<file path="src/rtl/fir_pkg.sv">
// rtl/fir_pkg.sv - shared widths and state encoding for the FIR tap sequencer
package fir_pkg;
    localparam int CW = 25;
    localparam int DW = 18;
    localparam int AW_DEFAULT = 4;

    typedef enum logic {
        IDLE = 1'b0,
        RUN  = 1'b1
    } state_t;
endpackage

</file>
<file path="src/rtl/fir_dpram.sv">
// rtl/fir_dpram.sv - simple dual-port RAM, synchronous write, asynchronous read
module fir_dpram #(
    parameter int AW = 4,
    parameter int W  = 8
) (
    input  logic          clk,
    input  logic          we,
    input  logic [AW-1:0] waddr,
    input  logic [W-1:0]  wdata,
    input  logic [AW-1:0] raddr,
    output logic [W-1:0]  rdata
);
    logic [W-1:0] mem [2**AW];

    always_ff @(posedge clk) begin
        if (we) begin
            mem[waddr] <= wdata;
        end
    end

    // Combinational read returns the pre-write contents during a same-address write.
    assign rdata = mem[raddr];
endmodule

</file>
<file path="src/rtl/fir_tap_sequencer.sv">
// rtl/fir_tap_sequencer.sv - circular sample delay line feeding framed coefficient/sample bursts to the MAC
module fir_tap_sequencer #(
    parameter int AW = fir_pkg::AW_DEFAULT,
    parameter int CW = fir_pkg::CW,
    parameter int DW = fir_pkg::DW
) (
    input  logic          clk,
    input  logic          rst,
    input  logic [DW-1:0] sin,
    input  logic          sin_stb,
    input  logic          cwe,
    input  logic [AW-1:0] caddr,
    input  logic [CW-1:0] cdata,
    output logic [CW-1:0] cin,
    output logic [DW-1:0] din,
    output logic          first,
    output logic          last,
    output logic          busy,
    output logic          ovr
);
    import fir_pkg::*;

    localparam int TAPS = 2**AW;
    localparam logic [AW:0] FILL_MAX = (AW+1)'(TAPS);

    state_t        state;
    logic [AW-1:0] wptr;
    logic [AW-1:0] tap;
    logic [AW:0]   fill;

    logic          tap_last;
    logic          accept;
    logic [AW-1:0] wr_ptr;
    logic [AW-1:0] rd_ptr;
    logic          hist_valid;
    logic [CW-1:0] coef;
    logic [DW-1:0] samp;

    assign tap_last   = (tap == '1);
    assign accept     = sin_stb && ((state == IDLE) || tap_last);
    assign wr_ptr     = wptr + 1'b1;
    assign rd_ptr     = wptr - tap;
    assign hist_valid = ({1'b0, tap} < fill);

    fir_dpram #(.AW(AW), .W(CW)) u_coef (
        .clk   (clk),
        .we    (cwe),
        .waddr (caddr),
        .wdata (cdata),
        .raddr (tap),
        .rdata (coef)
    );

    // On a back-to-back accept the write lands on the slot the final tap reads;
    // the asynchronous read still presents the old sample to the output register.
    fir_dpram #(.AW(AW), .W(DW)) u_samp (
        .clk   (clk),
        .we    (accept),
        .waddr (wr_ptr),
        .wdata (sin),
        .raddr (rd_ptr),
        .rdata (samp)
    );

    always_ff @(posedge clk or posedge rst) begin
        if (rst) begin
            state <= IDLE;
            wptr  <= '0;
            tap   <= '0;
            fill  <= '0;
            cin   <= '0;
            din   <= '0;
            first <= 1'b0;
            last  <= 1'b0;
            busy  <= 1'b0;
            ovr   <= 1'b0;
        end else begin
            ovr <= 1'b0;
            if (accept) begin
                wptr <= wr_ptr;
                fill <= (fill == FILL_MAX) ? fill : fill + 1'b1;
            end
            case (state)
                IDLE: begin
                    cin   <= '0;
                    din   <= '0;
                    first <= 1'b0;
                    last  <= 1'b0;
                    busy  <= 1'b0;
                    tap   <= '0;
                    if (sin_stb) begin
                        state <= RUN;
                    end
                end
                RUN: begin
                    cin   <= coef;
                    din   <= hist_valid ? samp : '0;
                    first <= (tap == '0);
                    last  <= tap_last;
                    busy  <= 1'b1;
                    tap   <= tap + 1'b1;
                    if (tap_last) begin
                        if (!sin_stb) begin
                            state <= IDLE;
                        end
                    end else if (sin_stb) begin
                        ovr <= 1'b1;
                    end
                end
                default: begin
                    state <= IDLE;
                end
            endcase
        end
    end
endmodule

</file>
<file path="config.mk">
export PLATFORM = sky130hd
export DESIGN_NAME = fir_tap_sequencer
export DESIGN_NICKNAME = d
export VERILOG_FILES = /design/src/rtl/fir_pkg.sv /design/src/rtl/fir_dpram.sv /design/src/rtl/fir_tap_sequencer.sv
export SDC_FILE = /design/constraint.sdc
export NUM_CORES = 1
export LEC_CHECK = 0
export ABC_AREA = 1
export CORE_MARGIN = 3
export CORE_UTILIZATION = 29
export DETAILED_ROUTE_END_ITERATION = 8
export GPL_ROUTABILITY_DRIVEN = 1
export GPL_TIMING_DRIVEN = 0
export PLACE_DENSITY = 0.44
export SETUP_SLACK_MARGIN = 0.3
export SLEW_MARGIN = 30
export SYNTH_ARGS = -nofsm -noshare
export SYNTH_HDL_FRONTEND = slang
export SYNTH_SLANG_ARGS = --single-unit
</file>
<file path="constraint.sdc">
create_clock -name clk -period 4.5 [get_ports clk]
set_clock_uncertainty 0.15 [all_clocks]
set_input_delay 0.9 -clock clk [delete_from_list [all_inputs] [get_ports clk]]
set_output_delay 0.9 -clock clk [all_outputs]
set_load 0.01 [all_outputs]
</file>
# Word-level counts from Yosys, hierarchy flattened
# Memory sizes are Yosys's and may differ from the RTL's.
# Cells that the tools add are included.
dict set report classes {
  n_reduce_logical 4
  magnitude_cmp 1
  n_addsub 4
  div 0
  eq_ne 2
  mux 16
  shift 0
  multipliers 0
  n_bitwise 2
}
# cell n
set ops {}
lappend ops {{$pmux 25 s2} 1}
lappend ops {{$pmux 18 s2} 1}
lappend ops {{$mux 18} 1}
lappend ops {{$add 4x1->4 const B} 2}
lappend ops {{$mux 1} 8}
lappend ops {{$pmux 1 s2} 4}
lappend ops {{$pmux 4 s2} 1}
lappend ops {{$add 5x1->5 const B} 1}
lappend ops {{$eq 5x5->1 const B} 1}
lappend ops {{$lt 4x5->1} 1}
lappend ops {{$eq 4x4->1 const B} 1}
lappend ops {{$logic_not 4->1} 1}
lappend ops {{$sub 4x4->4} 1}
lappend ops {{$not 1->1} 2}
lappend ops {{$reduce_and 2->1} 1}
lappend ops {{$logic_and 1x1->1} 1}
lappend ops {{$logic_or 1x1->1} 1}
dict set report word_totals {
  n_memories 2
  ramBits 688
  register_bits 61
  in_bits 51
  out_inout_bits 47
  romBits 0
  wordCells 41
  latchBits 0
}
# name depth width rd rd_ports_with_merged_regs write_ports line
set memory_table {}
lappend memory_table {u_coef.mem 16 25 1 0 1 fir_dpram.sv:13} ;# logic [W-1:0] mem [2**AW];
lappend memory_table {u_samp.mem 16 18 1 0 1 fir_dpram.sv:13}

# Logic depth before layout (Yosys ltp)
# Gate-level depths: netlist of the first run.
dict set report logic_depth {
  word_depth 5
  mapped_depth 14
}

# By module
# From an unflattened synthesis of the first run, not the netlist that was laid out.
dict set report unflattened {
  hier_cells 3079
  area_unflattened_um2 32329.8
}
# module n_inst area_each_um2 cells_per_inst
set modules_own_cells {}
lappend modules_own_cells {{fir_dpram at u_coef} 1 17351.6 1637}
lappend modules_own_cells {{fir_dpram at u_samp} 1 12401.9 1185}
lappend modules_own_cells {fir_tap_sequencer 1 2576.2 257}

# Worst setup path before layout of the first run
# Ideal clock, no wire load.
dict set report synth_timing {
  path_type {input to register}
  from {input port sin_stb}
  to {memory u_samp.mem[10][0] (netlist name) (enable)}
  arrival_ns 2.199
  setup_ns 0.393
  path_stages 5
  path_buffers 1
  slack_ns 1.758
  cell_sequence {inv_1 nor2_2 buf_2 nand2_1 nor2_1}
}
dict set report synth_via {
  elab_chain_cells 3
}
# item line
set synth_rtl {}
lappend synth_rtl {{start, declared} fir_tap_sequencer.sv:10} ;# input logic sin_stb,
lappend synth_rtl {{$logic_and 1x1->1} fir_tap_sequencer.sv:40} ;# assign accept = sin_stb && ((state == IDLE) || tap_last);
lappend synth_rtl {{$mux 1} fir_dpram.sv:16} ;# if (we) begin
lappend synth_rtl {{$mux 1 (not written as such)} fir_dpram.sv:17} ;# mem[waddr] <= wdata;
lappend synth_rtl {{end, declared} fir_dpram.sv:13}
# Every way passes these cells.

# Worst setup path after layout of the first run
dict set report layout_timing {
  from {register tap[1]}
  to {register din[7]}
}
dict set report layout_via {
  elab_chain_cells 4
  elab_cells_between_ends 5
}
# item line
set layout_rtl {}
lappend layout_rtl {{start, declared} fir_tap_sequencer.sv:28} ;# logic [AW-1:0] tap;
lappend layout_rtl {{start signal, assigned} fir_tap_sequencer.sv:101} ;# tap <= tap + 1'b1;
lappend layout_rtl {{$sub 4x4->4} fir_tap_sequencer.sv:42} ;# assign rd_ptr = wptr - tap;
lappend layout_rtl {{$mem_v2 16x18} -}
lappend layout_rtl {{$mux 18 (*)} fir_tap_sequencer.sv:97} ;# din <= hist_valid ? samp : '0;
lappend layout_rtl {{$pmux 18 s2 (*)} fir_tap_sequencer.sv:83} ;# case (state)
lappend layout_rtl {{end signal, assigned} fir_tap_sequencer.sv:97}
lappend layout_rtl {{end, declared} fir_tap_sequencer.sv:15} ;# output logic [DW-1:0] din,
# Every way passes the cells marked *; elsewhere a longest branch is shown, timed or not.
# A chain may end at the register's enable or synchronous reset.

==> metrics.md, run 1 <==
| Metric | Value |
|---|---|
| Status | completed |
| Crit path required time | 4.84 ns |
| Comb pwr share | 0.453 |
| Die extent in y | 327.7 um |
| Terminus of the critical flop-to-flop path | din[7] |
| H-tree depth | 3 |
| Switching part of the total power | 0.4296 |
| P_sw | 11.83 mW |
| Iter 0 DRT Violations | 1701 |
| Period utilization | 0.8675 |
| Core ar. | 0.1022 sq mm |
| Cell-internal power | 15.71 mW |
| Maxcap violations | 0 |
| Synth cell count leaders | nand2_1, edfxtp_1, nor2_1, nand3_1, o21ai_0 |
| P&R area growth vs syn | 20.81% |
| Area post-placement | 0.03347 sq mm |
| RSZ-0062 raised after global routing | no |
| Clock power share | 0.250 |
| Reg2Reg Depth | 12 |
| DRT antenna net count | 0 |
| Root buffer cell | clkbuf_16 |
| Flops & latches, synth | 749 |
| First-pass GRT wire length | 131200 um |
| Worst Hold Slack | 0.3474 ns |
| Postcts setup bufs | 0 |
| Hold worst-path end | fill[4] |
| Hold Path Origin | fill[4] |
| Maximum VDD drop | 0.0003410 V |
| Final Slew Violations | 0 |
| Yosys warns | 0 |
| Final min period | 3.904 ns |
| Final wirelength | 90260 um |
| Area leader, netlist | edfxtp_1 |
| Max Clk Rate | 256.2 MHz |
| Max_slew headroom | 0.3423 |
| Sink Count | 749 |
| Inserted Clock Buffers | 84 |
| Power Density | 759.7 mW/mm^2 |
| Largest net degree at the start of global routing | 52 |
| Die Wd | 327.7 um |
| Avg Inst Size Synth | 11.90 sq um |
| Synth area leaders | edfxtp_1, nand2_1, dfrtp_1 |
| Final Setup Violations | 0 |
| HP Class | reg2reg |
| Avg WL per Cell | 21.66 um |
| Setup Crit Path Kind | reg2reg |
| Post-Syn Instances | 2521 |
| Cell Rows | 117 |
| GPL Wtd Cong | 0.8094 |
| Vias in the first global route | 19350 |
| Place WS | 0.3413 ns |
| Leak | 13.05 nW |
| Drt drc | 0 |
| Crit-path max FO | 12 |
| Final net count | 2795 |
| GRT overflow | 0 |
| Final worst setup slack | 0.5964 ns |
| Vias | 19630 |
| Seq/Total Area, Yosys | 0.7394 |
| Io pins | 98 |
| Detailed Place HPWL | 60270 um |
| Distinct cells, synth | 27 |
| Yosys top cell area share | 0.6885 |
| Top FF cell, synth | edfxtp_1 |
| Share of layout cells above drive strength 1 | 0.09800 |
| Setup tns final | 0 ns |
| Most common cell in the netlist | nand2_1 |
| Worst skew pair latency | 0.63 ns |
| Finished Layout Cells | 4167 |
| Startpoint types | flip-flop |
| Via density | 4.710 |
| Die footprint | 0.1074 sq mm |
| Syn Std Cell Area | 0.03001 sq mm |
| CTS tree | built |
| R2R Setup Slk | 0.60 ns |
| Post-synth EDFFs | 688 |
| Final hold vios | 0 |
| Syn nets | 2588 |
| Starting Density | 0.2937 |
| Worst-Margin Slew | 0.9835 ns |
| Gr usage total | 0.1667 |
| Longest Clk Path Bufs | 3 |
| First-pass detailed-route iteration total | 6 |
| Seq pwr share | 0.297 |
| Final instance area | 0.03625 sq mm |
| I/O Buffers | 97 |
| Antenna violations before repair | 0 |
| Ys async rst share | 0.08144 |
| Setup crit end kind | flip-flop |
| CTS Hold Buffers Added | 0 |
| Arrival @ worst endpoint | 4.24 ns |
| Reg2Reg Launch Point | tap[1] |
| Hold path depth | 2 |
| Clock slew at reported path FFs | 0.06 ns |
| Placed Cells | 4010 |
==> placed cells by master (no fill, tap or decap), types with 51 or more instances in the layout <==
cell	n
nand2_1	719
edfxtp_1	688
nand3_1	296
nor2_1	269
o21ai_0	135
clkdlybuf4s50_1	94
clkbuf_16	84
clkbuf_1	71
buf_2	65
dfrtp_1	61
inv_1	51
==> sequential cells by signal, summed over array words and instances (netlist names), 4 cells and up <==
name        cells
din            18
wptr            4
u_samp.mem    288
fill            5
u_coef.mem    400
tap             4
cin            25
==> worst max path at each step <==
stage | start | to | slack (ns) | cells after the start
after CTS | tap[1] | din[10] | 0.31 | 12
after floorplan | sin_stb | u_samp.mem[10][0] | 1.76 | 5
final | tap[1] | din[7] | 0.60 | 12
after global placement | cwe | u_coef.mem[11][15] | -0.39 | 3
after detailed placement | tap[1] | din[10] | 0.34 | 12
after global routing | tap[1] | din[10] | 0.47 | 12
==> metal layers <==
metal  share of wire  up-vias  wire [um]  GRT usage
li1                -     9166          -          -
met5               0        -          0          0
met4           0.023        0       2093    0.04184
met2            0.48      521      43040     0.2801
met1            0.45     9809      40370     0.2267
met3           0.053      131       4753    0.02456
==> layout make-up <==
class / instances / area, sq um
tap: 1368 / 1712
clock inverter: 21 / 262.8
inverter: 62 / 237.7
clock buffer: 133 / 2516
fill: 10180 / 65930
sequential: 749 / 22190
antenna: 3 / 7.507
multi-input combinational: 1570 / 7107
buffer: 140 / 713.2
timing repair buffer: 121 / 1509
==> kinds of logic (layout without fill, tap and decap cells) <==
family,Yosys count,count (layout),share of synthesized area
xor+xnor,10,10,0.003544
fa+ha+maj,16,16,0.006922
compound gates,224,224,0.04090
simple gates,1320,1320,0.1778
other cells,0,3,0
flops,749,749,0.7394
buf+inv,202,477,0.03148
==> worst max-delay path: stages, from the launching register on <==
cell and delay (ns):
dfrtp_1 0.41, buf_2 0.20, clkinv_1 0.24, clkbuf_2 0.38
fa_1 0.52, buf_2 0.25, inv_2 0.26, clkbuf_1 0.54
nand3_1 0.21, nand2_1 0.13, nand2_1 0.05, a21oi_1 0.30
nor2_1 0.11
==> repair_timing <==
action,in CTS,in global routing
endpoints found under the setup margin,0,5
resized for setup,0,3
endpoints found under the hold margin,0,0
==> power by group through the flow <==
stage               sequential, mW  clock [mW]  combinational [mW]
finish                        8.18        6.88                12.5
global route                  8.22        7.33                13.8
CTS                           8.20        7.04                12.6
detailed placement            8.34           0                12.5
global placement              8.33           0                12.4
floorplan                     8.38           0                7.35
==> metrics by stage <==
| step | utilization | power, mW |
|---|---|---|
| 5_1_grt | 0.3547 | 29.34 |
| 6_report | 0.3548 | 27.54 |
| 3_3_place_gp | 0.3199 | 20.74 |
| 2_1_floorplan | - | 15.73 |
| 3_5_place_dp | 0.3276 | 20.86 |
| 4_1_cts | 0.3548 | 27.82 |
(Power assumes the default switching activity.)
==> run 2: changes to the inputs <==
- CORE_UTILIZATION: 29 -> 25
- PLACE_DENSITY: 0.44 -> 0.39
- SLEW_MARGIN: 30 -> 20
==> metrics.md, run 2 (synthesized netlist as in run 1, its figures left out) <==
| Metric | Value |
|---|---|
| Status | completed (unchanged) |
| Final min period | 3.790 ns (was 3.904 ns) |
| Met1 global-route usage | 0.2021 (was 0.2267) |
| Gr usage total | 0.1515 (was 0.1667) |
| RSZ-0062 raised after global routing | no (unchanged) |
| Place WS | 0.3061 ns (was 0.3413 ns) |
| Largest Register | u_coef.mem (unchanged) |
| Final hold vios | 0 (unchanged) |
| Share of layout cells above drive strength 1 | 0.09804 (was 0.09800) |
| Most common cell after layout, fill and taps aside | nand2_1 (unchanged) |
| CTS tree | built (unchanged) |
| Power Density | 759.1 mW/mm^2 (was 759.7 mW/mm^2) |
| Clock slew at reported path FFs | 0.06 ns (about the same) |
| Antenna violations before repair | 4 (was 0) |
| Detailed Place HPWL | 63610 um (was 60270 um) |
| Final Slew Violations | 0 (unchanged) |
| Vias | 19550 (was 19630) |
| Leak | 13.06 nW (was 13.05 nW) |
| Setup crit end kind | flip-flop (unchanged) |
| Design Power | 27.72 mW (was 27.54 mW) |
| Inserted Clock Buffers | 86 (was 84) |
| Core ar. | 0.1186 sq mm (was 0.1022 sq mm) |
| Max_slew headroom | 0.2720 (was 0.3423) |
| Die Wd | 352.5 um (was 327.7 um) |
| Longest Clk Path Bufs | 3 (unchanged) |
| Die extent in y | 352.5 um (was 327.7 um) |
| Starting Density | 0.2531 (was 0.2937) |
| Most frequent cells in the layout | nand2_1, edfxtp_1, nand3_1 (unchanged) |
| Final net count | 2802 (was 2795) |
| Worst skew pair latency | 0.66 ns (was 0.63 ns) |
| Sink Count | 749 (unchanged) |
| Layout filler cell count | 12020 (was 10180) |
| Worst-Margin Slew | 1.092 ns (was 0.9835 ns) |
| Avg WL per Cell | 21.64 um (was 21.66 um) |
| Final worst setup slack | 0.7101 ns (was 0.5964 ns) |
| Setup Crit Path Kind | reg2reg (unchanged) |
| H-tree depth | 3 (unchanged) |
| Die footprint | 0.1242 sq mm (was 0.1074 sq mm) |
| CTS Hold Buffers Added | 0 (unchanged) |
| GRT overflow | 0 (unchanged) |
| Met2 Track Usage GR | 0.2549 (was 0.2801) |
| DRT antenna net count | 0 (unchanged) |
| Period utilization | 0.8422 (was 0.8675) |
| I/O Buffers | 97 (unchanged) |
| First-pass detailed-route iteration total | 5 (was 6) |
| Postcts setup bufs | 0 (unchanged) |
| Largest register FFs | 400 (unchanged) |
| Largest registers | u_coef.mem x400, u_samp.mem x288, cin x25 (unchanged) |
| P&R area growth vs syn | 21.71% (was 20.81%) |
| Reg2Reg Depth | 13 (was 12) |
| Final instance area | 0.03652 sq mm (was 0.03625 sq mm) |
| Vias in the first global route | 19700 (was 19350) |
| Drt drc | 0 (unchanged) |
| Crit-path max FO | 19 (was 12) |
| Via density | 4.437 (was 4.710) |
| Area of the multi-input gates | 0.007052 sq mm (was 0.007107 sq mm) |
| Hold path depth | 2 (unchanged) |
| Arrival @ worst endpoint | 4.15 ns (was 4.24 ns) |
| Final wirelength | 95330 um (was 90260 um) |
| Cell Rows | 126 (was 117) |
| Root buffer cell | clkbuf_16 (unchanged) |
| HP Class | reg2reg (unchanged) |
| Maxcap violations | 0 (unchanged) |
| Largest net degree at the start of global routing | 43 (was 52) |
| Met3 Track Usage GR | 0.02467 (was 0.02456) |
| Final Setup Violations | 0 (unchanged) |
| First-pass GRT wire length | 138400 um (was 131200 um) |
| Area post-placement | 0.03373 sq mm (was 0.03347 sq mm) |
| Io pins | 98 (unchanged) |
| GPL Wtd Cong | 0.7827 (was 0.8094) |
| Most Crowded Layer GR | met2 (unchanged) |
| Storage cell area | 0.02219 sq mm (unchanged) |
| Startpoint types | flip-flop (unchanged) |
| Max Clk Rate | 263.9 MHz (was 256.2 MHz) |
| Iter 0 DRT Violations | 1560 (was 1701) |
| Maximum VDD drop | 0.0004380 V (was 0.0003410 V) |
| Crit path required time | 4.86 ns (was 4.84 ns) |
[run 2: cell types whose count changed in the layout (fill, tap and decap cells not counted), moves of 3 or more]
cell	change
nor2_4	-11
clkdlybuf4s50_1	+3
buf_16	-6
buf_8	-4
clkbuf_16	+4
buf_12	+7
clkinv_1	+5
clkbuf_8	-16
nor2_2	+11
inv_6	-3
buf_2	-3
buf_6	+9
clkinv_2	+7
[run 2: critical path, cell delays in order (launching register included)]
cell and delay, ns:
dfrtp_1 0.38, buf_2 0.23, clkinvlp_4 0.49, fa_1 0.70, buf_2 0.34, inv_2 0.22, buf_2 0.27, nand3_1 0.12
nand2_1 0.09, nand2_1 0.07, nand2_1 0.09, nand2_1 0.07, nand3_1 0.07, nor2_1 0.33
[run 2: layout make-up]
type                       instances  share of cell area
clock inverter                    37             0.01083
sequential                       749              0.6075
antenna                            1          0.00006852
clock buffer                     121             0.06561
tap                             1600             0.05482
buffer                           139             0.01939
timing repair buffer             127             0.04217
multi-input combinational       1570              0.1931
inverter                          62            0.006544
[run 2: routing by layer]
metal  vias to the layer above  part of all wire
li1                       9193                 -
met1                      9720              0.45
met2                       485              0.48
met3                       148             0.046
met4                         2             0.025
met5                         -          0.000084
[run 2: path summary, 6_finish.rpt]
kind | startpoint | to | slack (ns)
setup reg to reg | tap[1] | din[3] | 0.71
min in group asynchronous | rst | cin[3] | 0.44
setup / recovery | tap[1] | din[3] | 0.71
max in group asynchronous | rst | cin[11] | 3.17
hold / removal | fill[4] | fill[4] | 0.36
hold reg to reg | fill[4] | fill[4] | 0.36
[run 2: stage by stage]
| stage | hold slack (ns) | std cells | TNS [ns] | utilization |
|---|---|---|---|---|
| 2_1_floorplan | 0.2867 | 2521 | 0 | - |
| 3_3_place_gp | 0.3256 | 4218 | -82.06 | 0.2782 |
| 3_5_place_dp | 0.3551 | 4248 | 0 | 0.2845 |
| 4_1_cts | 0.3692 | 4405 | 0 | 0.3080 |
| 5_1_grt | 0.4182 | 4405 | 0 | 0.3080 |
| 6_report | 0.3576 | 4406 | 0 | 0.3081 |
[run 2: power by group]
group	total (mW)	switching, mW	internal, mW	leakage [nW]
logic	12.6	9.04	3.57	4.75
clock network	6.92	2.84	4.07	1.36
registers	8.20	0.178	8.02	6.94
total	27.7	12.1	15.7	13.1
[run 2: repair_timing]
item	in CTS	in global routing
setup endpoints to repair	2	18
gates resized for setup	0	1
pin swaps	0	0
==> run 3: changes to the inputs <==
- PLACE_DENSITY: 0.39 -> 0.41
- clock period: 4.5 -> 3.4 ns (I/O delays scaled with it)
==> metrics.md, run 3 (synthesized netlist as in run 1, its figures left out) <==
| Metric | Value |
|---|---|
| Die footprint | 0.1242 sq mm (unchanged) |
| Worst-Margin Slew | 1.051 ns (was 1.092 ns) |
| Crit path required time | 3.61 ns (was 4.86 ns) |
| HP Class | in2async (was reg2reg) |
| Max_slew headroom | 0.2970 (was 0.2720) |
| Final instance area | 0.03692 sq mm (was 0.03652 sq mm) |
| Cell Rows | 126 (unchanged) |
| Crit path top cell by count | nand2_1 (unchanged) |
| Maxcap violations | 0 (unchanged) |
| Iter 0 DRT Violations | 1430 (was 1560) |
| Via density | 4.473 (was 4.437) |
| Crit-path cells | buf_4 > inv_2 > nand2_1 > nand2_1 > nor2_2 > buf_2 > nand2_1 > nor2_2 > buf_8 (was buf_2 > clkinvlp_4 > fa_1 > buf_2 > inv_2 > buf_2 > nand3_1 > nand2_1 > nand2_1 > nand2_1 > nand2_1 > nand3_1 > nor2_1) |
| Most frequent cells in the layout | nand2_1, edfxtp_1, nand3_1 (unchanged) |
| Largest net degree at the start of global routing | 44 (was 43) |
| Final net count | 2813 (was 2802) |
| Critical Path Max Stage Delay | 0.58 ns (was 0.70 ns) |
| Clock slew at reported path FFs | 0.06 ns (about the same) |
| Largest Register | u_coef.mem (unchanged) |
| Core ar. | 0.1186 sq mm (unchanged) |
| First-pass GRT wire length | 135400 um (was 138400 um) |
| Starting Density | 0.2531 (unchanged) |
| RSZ-0062 raised after global routing | yes (was no) |
| P&R area growth vs syn | 23.02% (was 21.71%) |
| Leak | 13.28 nW (was 13.06 nW) |
| H-tree depth | 3 (unchanged) |
| Avg WL per Cell | 21.26 um (was 21.64 um) |
| Drt drc | 0 (unchanged) |
| Most common cell after layout, fill and taps aside | nand2_1 (unchanged) |
| Final wirelength | 93890 um (was 95330 um) |
| Status | completed (unchanged) |
| Vias in the first global route | 19660 (was 19700) |
| Max Clk Rate | 323.0 MHz (was 263.9 MHz) |
| Maximum VDD drop | 0.0004469 V (was 0.0004380 V) |
| Worst path slowest cell | nor2_2 (was fa_1) |
| Arrival @ worst endpoint | 3.30 ns (was 4.15 ns) |
| Final hold vios | 0 (unchanged) |
| Crit-path max FO | 10 (was 19) |
| Power Density | 1014 mW/mm^2 (was 759.1 mW/mm^2) |
| Gr usage total | 0.1485 (was 0.1515) |
| Setup Crit Path Kind | reg2reg (unchanged) |
| Final Slew Violations | 0 (unchanged) |
| First-pass detailed-route iteration total | 8 (was 5) |
| GPL Wtd Cong | 0.8483 (was 0.7827) |
| Final min period | 3.096 ns (was 3.790 ns) |
| Vias | 19750 (was 19550) |
| Die extent in y | 352.5 um (unchanged) |
| Area post-placement | 0.03378 sq mm (was 0.03373 sq mm) |
| Setup crit end kind | flip-flop (unchanged) |
| Worst skew pair latency | 0.65 ns (was 0.66 ns) |
| Detailed Place HPWL | 63600 um (was 63610 um) |
| Share of layout cells above drive strength 1 | 0.1119 (was 0.09804) |
| DRT antenna net count | 0 (unchanged) |
| Antenna violations before repair | 4 (unchanged) |
| GRT overflow | 0 (unchanged) |
| Sink Count | 749 (unchanged) |
| Longest Clk Path Bufs | 3 (unchanged) |
| Inserted Clock Buffers | 84 (was 86) |
| Design Power | 37.43 mW (was 27.72 mW) |
| I/O Buffers | 97 (unchanged) |
| Die Wd | 352.5 um (unchanged) |
| Largest registers | u_coef.mem x400, u_samp.mem x288, cin x25 (unchanged) |
| Io pins | 98 (unchanged) |
| Place WS | -0.5683 ns (was 0.3061 ns) |
| Final worst setup slack | 0.3042 ns (was 0.7101 ns) |
| Startpoint types | flip-flop (unchanged) |
| Period utilization | 0.9105 (was 0.8422) |
| Root buffer cell | clkbuf_16 (unchanged) |
| Final Setup Violations | 0 (unchanged) |
| Largest register FFs | 400 (unchanged) |
| CTS tree | built (unchanged) |
run 3: stage by stage:
step | utilization | hold slack [ns] | cells | setup TNS (ns)
floorplan | - | 0.2867 | 2521 | 0
global placement | 0.2782 | 0.3261 | 4218 | -607.45
detailed placement | 0.2850 | 0.3423 | 4251 | -9.062
CTS | 0.3105 | 0.1896 | 4407 | 0
global route | 0.3114 | 0.1992 | 4415 | 0
finish | 0.3114 | 0.2087 | 4416 | 0
run 3: where the power goes:
group / internal [mW] / switching, mW / leakage [nW]
Combinational: 5.01 / 11.9 / 4.89
Sequential: 10.6 / 0.226 / 6.94
Clock: 5.83 / 3.81 / 1.44
run 3: layout make-up:
cell class | count | area, sq um
Multi-Input combinational cell | 1570 | 7072
Antenna cell | 1 | 2.502
Sequential cell | 749 | 22190
Inverter | 62 | 240.2
Buffer | 140 | 764.5
Timing Repair Buffer | 139 | 1694
Clock buffer | 108 | 2305
Tap cell | 1600 | 2002
Fill cell | 12020 | 81640
Clock inverter | 47 | 649.4
run 3: repair_timing:
item	CTS	global route
buffers inserted	1	8
setup endpoints to repair	45	148
resized for setup	24	13
pin swaps	1	2
hold buffers	0	0
run 3: worst paths after layout:
path	cells after the start	from	endpoint	slack, ns
worst max-delay path	9	tap[3]	u_samp.mem[1][9]	0.30
worst min-delay path	2	rst	cin[4]	0.21
worst max register to register	9	tap[3]	u_samp.mem[1][9]	0.30
worst min register to register	2	fill[4]	fill[4]	0.36
max in group asynchronous	3	rst	din[17]	2.28
min in group clk	2	fill[4]	fill[4]	0.36
run 3: worst max-delay path: cells and delay by family, from the launching register on:
family	cells	cell delay, ns
AND/OR/NAND/NOR	5	1.35
buffers and inverters	4	0.92
flip-flops	1	0.35
run 3: metal layers:
metal / share of wire / wire (um) / track usage / vias to the layer above
li1: - / - / - / 9210
met1: 0.45 / 41930 / 0.1997 / 9820
met2: 0.47 / 44490 / 0.2458 / 564
met3: 0.051 / 4807 / 0.02462 / 158
met4: 0.028 / 2649 / 0.04488 / 2
met5: 0.00014 / 13 / 0 / -
